==> src/rtl/pwm_pkg.sv <==
// pwm_pkg: shared sizing for the PWM core and its register peripheral.
// Channel slice helpers locate channel fields inside the packed t/d buses.
package pwm_pkg;

  localparam int PWM_NCH   = 8;
  localparam int PWM_W     = 32;
  localparam int PWM_BUS_W = PWM_NCH * PWM_W;

  function automatic int pwm_lo(input int ch, input int w);
    return ch * w;
  endfunction

  function automatic int pwm_hi(input int ch, input int w);
    return ch * w + w - 1;
  endfunction

endpackage

==> src/rtl/pwm_channel.sv <==
// pwm_channel: one double-buffered PWM channel.
// Period/duty are latched only at start or wrap.
module pwm_channel
  import pwm_pkg::*;
#(
  parameter int W = PWM_W
) (
  input  logic         clk,
  input  logic         reset,
  input  logic         en,
  input  logic [W-1:0] t,
  input  logic [W-1:0] d,
  output logic         pwm,
  output logic         period_done
);

  logic [W-1:0] cnt_q, cnt_d;
  logic [W-1:0] t_act_q, t_act_d;
  logic [W-1:0] d_act_q, d_act_d;
  logic         run_q, run_d;
  logic         pwm_q, pwm_d;
  logic         done_q, done_d;
  logic [W:0]   cnt_inc;
  logic         wrap;

  // W+1-bit compare: t_act=0 always wraps, cnt=2^W-1 cannot overflow
  assign cnt_inc = {1'b0, cnt_q} + {{W{1'b0}}, 1'b1};
  assign wrap    = cnt_inc >= {1'b0, t_act_q};

  always_comb begin
    cnt_d   = cnt_q;
    t_act_d = t_act_q;
    d_act_d = d_act_q;
    run_d   = run_q;
    pwm_d   = pwm_q;
    done_d  = 1'b0;
    if (!en) begin
      run_d = 1'b0;
      cnt_d = '0;
      pwm_d = 1'b0;
    end else if (!run_q || wrap) begin
      t_act_d = t;
      d_act_d = d;
      cnt_d   = '0;
      run_d   = 1'b1;
      pwm_d   = d != '0;
      done_d  = run_q;
    end else begin
      cnt_d = cnt_inc[W-1:0];
      pwm_d = cnt_inc < {1'b0, d_act_q};
    end
  end

  always_ff @(posedge clk or negedge reset) begin
    if (!reset) begin
      cnt_q   <= '0;
      t_act_q <= '0;
      d_act_q <= '0;
      run_q   <= 1'b0;
      pwm_q   <= 1'b0;
      done_q  <= 1'b0;
    end else begin
      cnt_q   <= cnt_d;
      t_act_q <= t_act_d;
      d_act_q <= d_act_d;
      run_q   <= run_d;
      pwm_q   <= pwm_d;
      done_q  <= done_d;
    end
  end

  assign pwm         = pwm_q;
  assign period_done = done_q;

endmodule

==> src/rtl/pwm_core8.sv <==
// pwm_core8: NCH independent PWM channels fed from packed t/d buses.
// Pure structural wrapper around pwm_channel.
module pwm_core8
  import pwm_pkg::*;
#(
  parameter int NCH = PWM_NCH,
  parameter int W   = PWM_W
) (
  input  logic             clk,
  input  logic             reset,
  input  logic [NCH-1:0]   en,
  input  logic [NCH*W-1:0] t_bus,
  input  logic [NCH*W-1:0] d_bus,
  output logic [NCH-1:0]   pwm,
  output logic [NCH-1:0]   period_done
);

  for (genvar i = 0; i < NCH; i++) begin : g_ch
    pwm_channel #(.W(W)) u_ch (
      .clk         (clk),
      .reset       (reset),
      .en          (en[i]),
      .t           (t_bus[pwm_lo(i, W) +: W]),
      .d           (d_bus[pwm_lo(i, W) +: W]),
      .pwm         (pwm[i]),
      .period_done (period_done[i])
    );
  end

endmodule
==> config.mk <==
export PLATFORM = sky130hd
export DESIGN_NAME = pwm_core8
export DESIGN_NICKNAME = d
export VERILOG_FILES = /design/src/rtl/pwm_pkg.sv /design/src/rtl/pwm_channel.sv /design/src/rtl/pwm_core8.sv
export SDC_FILE = /design/constraint.sdc
export NUM_CORES = 2
export LEC_CHECK = 0
export ABC_AREA = 1
export CAP_MARGIN = 10
export CORE_MARGIN = 10
export CORE_UTILIZATION = 40
export DETAILED_ROUTE_END_ITERATION = 8
export DONT_BUFFER_PORTS = 1
export PLACE_DENSITY = 0.6
export SYNTH_ARGS = -nofsm -noshare
export SYNTH_HDL_FRONTEND = slang
export SYNTH_SLANG_ARGS = --single-unit
==> constraint.sdc <==
create_clock -name clk -period 9.45 [get_ports clk]
set_clock_uncertainty 0.15 [all_clocks]
set_input_delay 1.4175 -clock clk [delete_from_list [all_inputs] [get_ports clk]]
set_output_delay 1.4175 -clock clk [all_outputs]
set_load 0.005 [all_outputs]
**Word level (Yosys, flattened, before mapping)**

Index checks and enable logic that the tools add are counted.

- Add/subtract/negate cells: 8
- Order comparisons: 16
- Equal/unequal tests: 8
- Multiplexer cells: 64
- Reductions and logical operators: 32

Operators with widths:

| cell | count |
|---|---|
| 32-bit 2-to-1 mux | 16 |
| 32-bit by 1-bit adder with 33-bit output, second input constant | 8 |
| 33-bit by 32-bit >= comparator with 1-bit output | 8 |
| 33-bit by 32-bit less-than comparator with 1-bit output | 8 |
| 32-bit nonzero test | 8 |
| 1-bit 2-to-1 mux | 48 |
| 2-bit by 1-bit inequality test with 1-bit output, second input constant | 8 |
| 2-bit AND reduction | 8 |
| 1-bit logical NOT | 8 |
| 1-bit logical OR | 8 |

- Register bits after elaboration: 792
- Input port bits: 522
- Output and inout bits: 16

**Depth between registers and ports, before layout**

- Word-level depth: 5
- Mapped depth: 26
- Mapped depth without buffers: 25

**Modules after synthesis**

Synthesis repeated with hierarchy kept, for this count alone.

- Cells, all modules: 6851
- Area total of the unflattened synthesis: 52626.7 um2

By module, submodules not included:

| module | times used | cells each | area an instance (um2) | seq. area each (um2) |
|---|---|---|---|---|
| pwm_channel (g_ch[1].u_ch ...) | 5 | 869 | 6466.2 | 2477.4 |
| pwm_channel (g_ch[0].u_ch ...) | 2 | 855 | 6874.1 | 2477.4 |
| pwm_channel (g_ch[7].u_ch) | 1 | 796 | 6547.5 | 2477.4 |

**Least setup slack after synthesis**

No wires, ideal clock.

- Path type: register -> register
- Start: register g_ch[2].u_ch.cnt_q[0]
- End: register g_ch[2].u_ch.d_act_q[0]
- Library setup time: 117 ps
- Arrival time: 3131 ps
- Setup slack: 6052 ps
- Cell stages (with the launch flop): 24
- Buffers on the path: 2
- Clock period less this slack: 3398 ps
- Path through: dfrtp_1 -> ha_1 -> nand2_1 -> nor2_2 -> nand3_2 -> nor2_4 -> nand2_1 -> nor3_1 -> nand3_1 -> xor2_1 -> inv_1 -> ha_1 -> nand2_1 -> nand2_1 -> nand2_1 -> nand2_1 -> a21oi_1 -> nand3_1 -> nor2_1 -> nand3_4 -> buf_6 -> buf_6 -> nand3_1 -> nand2_1

- Longest elaborated chain between the ends: 4

RTL lines:

| element | RTL line | RTL |
|---|---|---|
| start: declaration | pwm_channel.sv:17 | `logic [W-1:0] cnt_q, cnt_d;` |
| start signal: assignment | pwm_channel.sv:63 | `cnt_q <= cnt_d;` |
| 32-bit by 1-bit adder with 33-bit output | pwm_channel.sv:27 | `assign cnt_inc = {1'b0, cnt_q} + {{W{1'b0}}, 1'b1};` |
| 33-bit by 32-bit >= comparator with 1-bit output | pwm_channel.sv:28 | `assign wrap = cnt_inc >= {1'b0, t_act_q};` |
| 1-bit logical OR | pwm_channel.sv:41 | `end else if (!run_q \|\| wrap) begin` |
| 2-bit AND reduction (no line) | -- |  |
| end signal: assignment | pwm_channel.sv:65 | `d_act_q <= d_act_d;` |
| end: declaration | pwm_channel.sv:19 | `logic [W-1:0] d_act_q, d_act_d;` |

Every way passes these cells.
A chain may end at the register's enable or synchronous reset.

**Worst setup path after layout**

- Start: register g_ch[6].u_ch.cnt_q[0]
- End: register g_ch[6].u_ch.d_act_q[26]

- Longest elaborated chain between the ends: 4

RTL lines:

| element | RTL line |
|---|---|
| start: declaration | pwm_channel.sv:17 |
| start signal: assignment | pwm_channel.sv:63 |
| 32-bit by 1-bit adder with 33-bit output | pwm_channel.sv:27 |
| 33-bit by 32-bit >= comparator with 1-bit output | pwm_channel.sv:28 |
| 1-bit logical OR | pwm_channel.sv:41 |
| 2-bit AND reduction (no line) | -- |
| end signal: assignment | pwm_channel.sv:65 |
| end: declaration | pwm_channel.sv:19 |

Every way passes these cells.

==> metrics <==
portion of the post-synthesis area used by sequential elements=39.6%; status=finished with violations; sum of negative setup slack=0 ns; Critical Path Start Type=register; Top cell by count, worst path=nand2_1; count of hold-fix buffers inserted at cts=0; post-detail-place hpwl=107,000 µm; slowest CP cell=nand2_2; hold crit path type=in2async; startpoint of the worst-slack reg-to-reg timing path=g_ch[6].u_ch.cnt_q[0]$_DFF_PN0_; number of enable-type register cells in the synthesized netlist=0; CTS buffer count=94; DR DRC count=0; number of nets in the layout=7,534; I/O pin total=538; sequential share of power=44.8%; dominant cell by count in the synthesized netlist=nand2_1; critical path required time=9.93 ns; Cell Count, Final, Fillers Out=8,215; post-DR wirelength/cell=17.0 µm; max-capacitance violation count=0; Critical Path Sink Type=register; number of iterations in the first detailed-routing pass=6; die footprint=140,000 µm²; 1st-iter DRT viols=3,040; share of the synthesized area in the top cell type=39.6%; average size of a mapped cell=7.59 µm²; vias after detailed routing=41,100; P_int=6.27 mW; dominant cell type by area after synthesis=dfrtp_1; critical path startpoint=g_ch[6].u_ch.cnt_q[0]$_DFF_PN0_; most area-consuming cells after synthesis=dfrtp_1 (40%), nand2_1 (14%), ha_1 (13%); Root Buffer Master=clkbuf_16; largest net degree at the start of global routing=793; switching power=2.30 mW; Post-Synthesis Cells=6,599; H-Tree Depth=3; reported leakage power=29.8 nW; number of buffers inserted by port buffering=0; violations in the final reports=slew limit; worst hold slack after final layout=0.289 ns; highest ir drop seen on vdd=0.142 mV; Pwr Density=159 nW/µm²; Total Power=8.58 mW; global route total overflow=0; last weighted congestion value of the routability-driven placer=0.888; antenna-violating nets left=0; combined global-route utilization of all metal layers=19.5%; fraction of layout cells with a size suffix above 1=3.97%; Post-Synthesis Cell Area=50,100 µm²; CP max FO=66; initial antenna violation count=18; layout overhead on the synthesized area=7.92%; clock latency of the later-clocked register in the worst-skew pair=0.70 ns; number of post-CTS setup repair buffers=0; Sw Share=26.9%; Die Height=374 µm; Final setup violation count=0; delay of the slowest cell on the worst path=1.12 ns; post-cts sizing count=0; Clock Sink Count=792; core region area=124,000 µm²; post-synth cell types=48; global-route wire length before repair=223,000 µm; most used flip-flop cell after synthesis=dfrtp_1; worst-case clock buffer depth=3; Post-Syn Nets=7,633; Final Hold Fails=0; total wire length=140,000 µm; count of standard-cell rows=129; placed cell count=8,041; max-slew headroom at the worst pin=-308%; effective utilization at floorplan=40.4%; clk slew on worst S/H paths=0.06 ns; unrepaired setup endpoints after global routing=no; Crit Path Category=reg2reg; floorplan die width=374 µm; Fmax achieved=184 MHz; yosys synthesis warning count=0; CTS tree=built; Min Clock Period, post-route=5.43 ns; share of flip-flops with an asynchronous set or reset after synthesis=100%; number of global-route vias before repair=40,400; crit share post-route=57.5%; flip-flop and latch count after synthesis=792; Commonest cells post-synth=nand2_1 (1,850), inv_1 (1,018), dfrtp_1 (792); Worst Path Arrival=5.92 ns; final number of max-transition violations=609; number of vias per cell after detailed routing=5.01; transition time at the pin with the least slew margin=6.12 ns; portion of total power attributed to combinational logic=11.0%; Clk network pwr share=44.2%; sequence of cells on the critical path=ha_1 -> nand2_1 -> nor2_2 -> nand2_1 -> nor2_2 -> nand2_1 -> nor2_1 -> nand2_1 -> nor2_1 -> xnor2_1 -> inv_1 -> ha_1 -> a21oi_1 -> nand2_1 -> a21oi_1 -> nand3_1 -> nor2_2 -> nand3_4 -> nand2_2 -> nand2_1 -> nand2_1
==> layout by cell type (no fill, tap or decap), types with 12 or more instances in the layout <==
master / n
nand2_1: 1850
a21oi_1: 234
xnor2_1: 38
nand3_1: 665
buf_4: 13
nand2_2: 19
ha_1: 512
dfrtp_1: 792
clkbuf_8: 22
nor3b_1: 15
o21ai_0: 73
a21o_1: 13
o21bai_1: 12
clkbuf_16: 96
inv_1: 1018
o21a_1: 19
nor2_2: 25
clkbuf_1: 19
clkinv_2: 15
nor2_1: 619
nand4_1: 85
nor4_1: 91
xor2_1: 142
or2_2: 19
nor3_1: 65
==> layer usage <==
metal | routed length [µm] | global-route usage (%) | vias to the layer above | share of wire (%)
met5 | 101 | 0 | - | 0.072
met4 | 3120 | 4.65 | 16 | 2.2
met3 | 9430 | 4.27 | 178 | 6.8
met2 | 62800 | 31.1 | 1037 | 45
met1 | 64000 | 26.7 | 19300 | 46
li1 | - | - | 20700 | -
==> final timing paths <==
check,slack [ns],end,cells after the start
setup / recovery,4.02,g_ch[6].u_ch.d_act_q[26]$_DFFE_PN0P_,21
hold / removal,0.29,g_ch[5].u_ch.d_act_q[25]$_DFFE_PN0P_,0
setup reg to reg,4.02,g_ch[6].u_ch.d_act_q[26]$_DFFE_PN0P_,21
hold reg to reg,0.32,g_ch[0].u_ch.d_act_q[18]$_DFFE_PN0P_,2
max in group asynchronous,4.12,g_ch[3].u_ch.cnt_q[8]$_DFF_PN0_,0
min in group clk,0.32,g_ch[0].u_ch.d_act_q[18]$_DFFE_PN0P_,2
==> registers in the layout, indices dropped and copies added, names as in the netlist <==
| name | count |
|---|---|
| g_ch.u_ch.run_q | 8 |
| g_ch.u_ch.d_act_q | 256 |
| g_ch.u_ch.pwm | 8 |
| g_ch.u_ch.period_done | 8 |
| g_ch.u_ch.t_act_q | 256 |
| g_ch.u_ch.cnt_q | 256 |
==> layout make-up <==
| cell class | count | area, µm² |
|---|---|---|
| Fill cell | 12700 | 69900 |
| Multi-Input combinational cell | 4572 | 25000 |
| Sequential cell | 792 | 19800 |
| Inverter | 1027 | 3850 |
| Clock buffer | 137 | 2780 |
| Tap cell | 1637 | 2050 |
| Clock inverter | 31 | 425 |
| Timing Repair Buffer | 13 | 97.6 |
| Antenna cell | 6 | 15.0 |
==> critical path, delay by kind of cell, from the launching register on <==
family,cells,cell delay (ns)
buf+inv,1,0.11
compound gates,2,0.37
simple gates,15,3.55
xor+xnor,1,0.18
flops,1,0.45
fa+ha+maj,2,0.51
==> power by group through the flow <==
stage	logic, mW	clock network, mW	registers, mW
after floorplan	0.795	0	3.84
after global placement	0.916	0	3.90
after detailed placement	0.945	0	3.90
after CTS	0.952	3.91	3.84
after global routing	1.12	4.03	3.88
final	0.940	3.79	3.85
==> logic make-up (layout without fill, tap and decap cells) <==
kind of cell	after synthesis	after routing	synth area share, %
and+or+nand+nor	3510	3510	30.0
DFF	792	792	39.6
xor gates and xnor gates	180	180	3.15
AOI/OAI and AO/OA	370	370	4.00
buffers and inverters	1235	1208	10.5
other	0	6	0
adders and majority gates	512	512	12.8
==> stage by stage <==
| step | worst slack [ns] | instance area (µm²) | utilization (%) |
|---|---|---|---|
| finish | 4.02 | 54000 | 43.6 |
| global route | 3.47 | 54000 | 43.6 |
| CTS | 4.06 | 54000 | 43.6 |
| detailed placement | 4.08 | 50800 | 41.0 |
| global placement | 4.14 | 50800 | 41.0 |
| floorplan | 6.05 | 50100 | - |
Note: power is estimated with default switching activity, not from simulation.
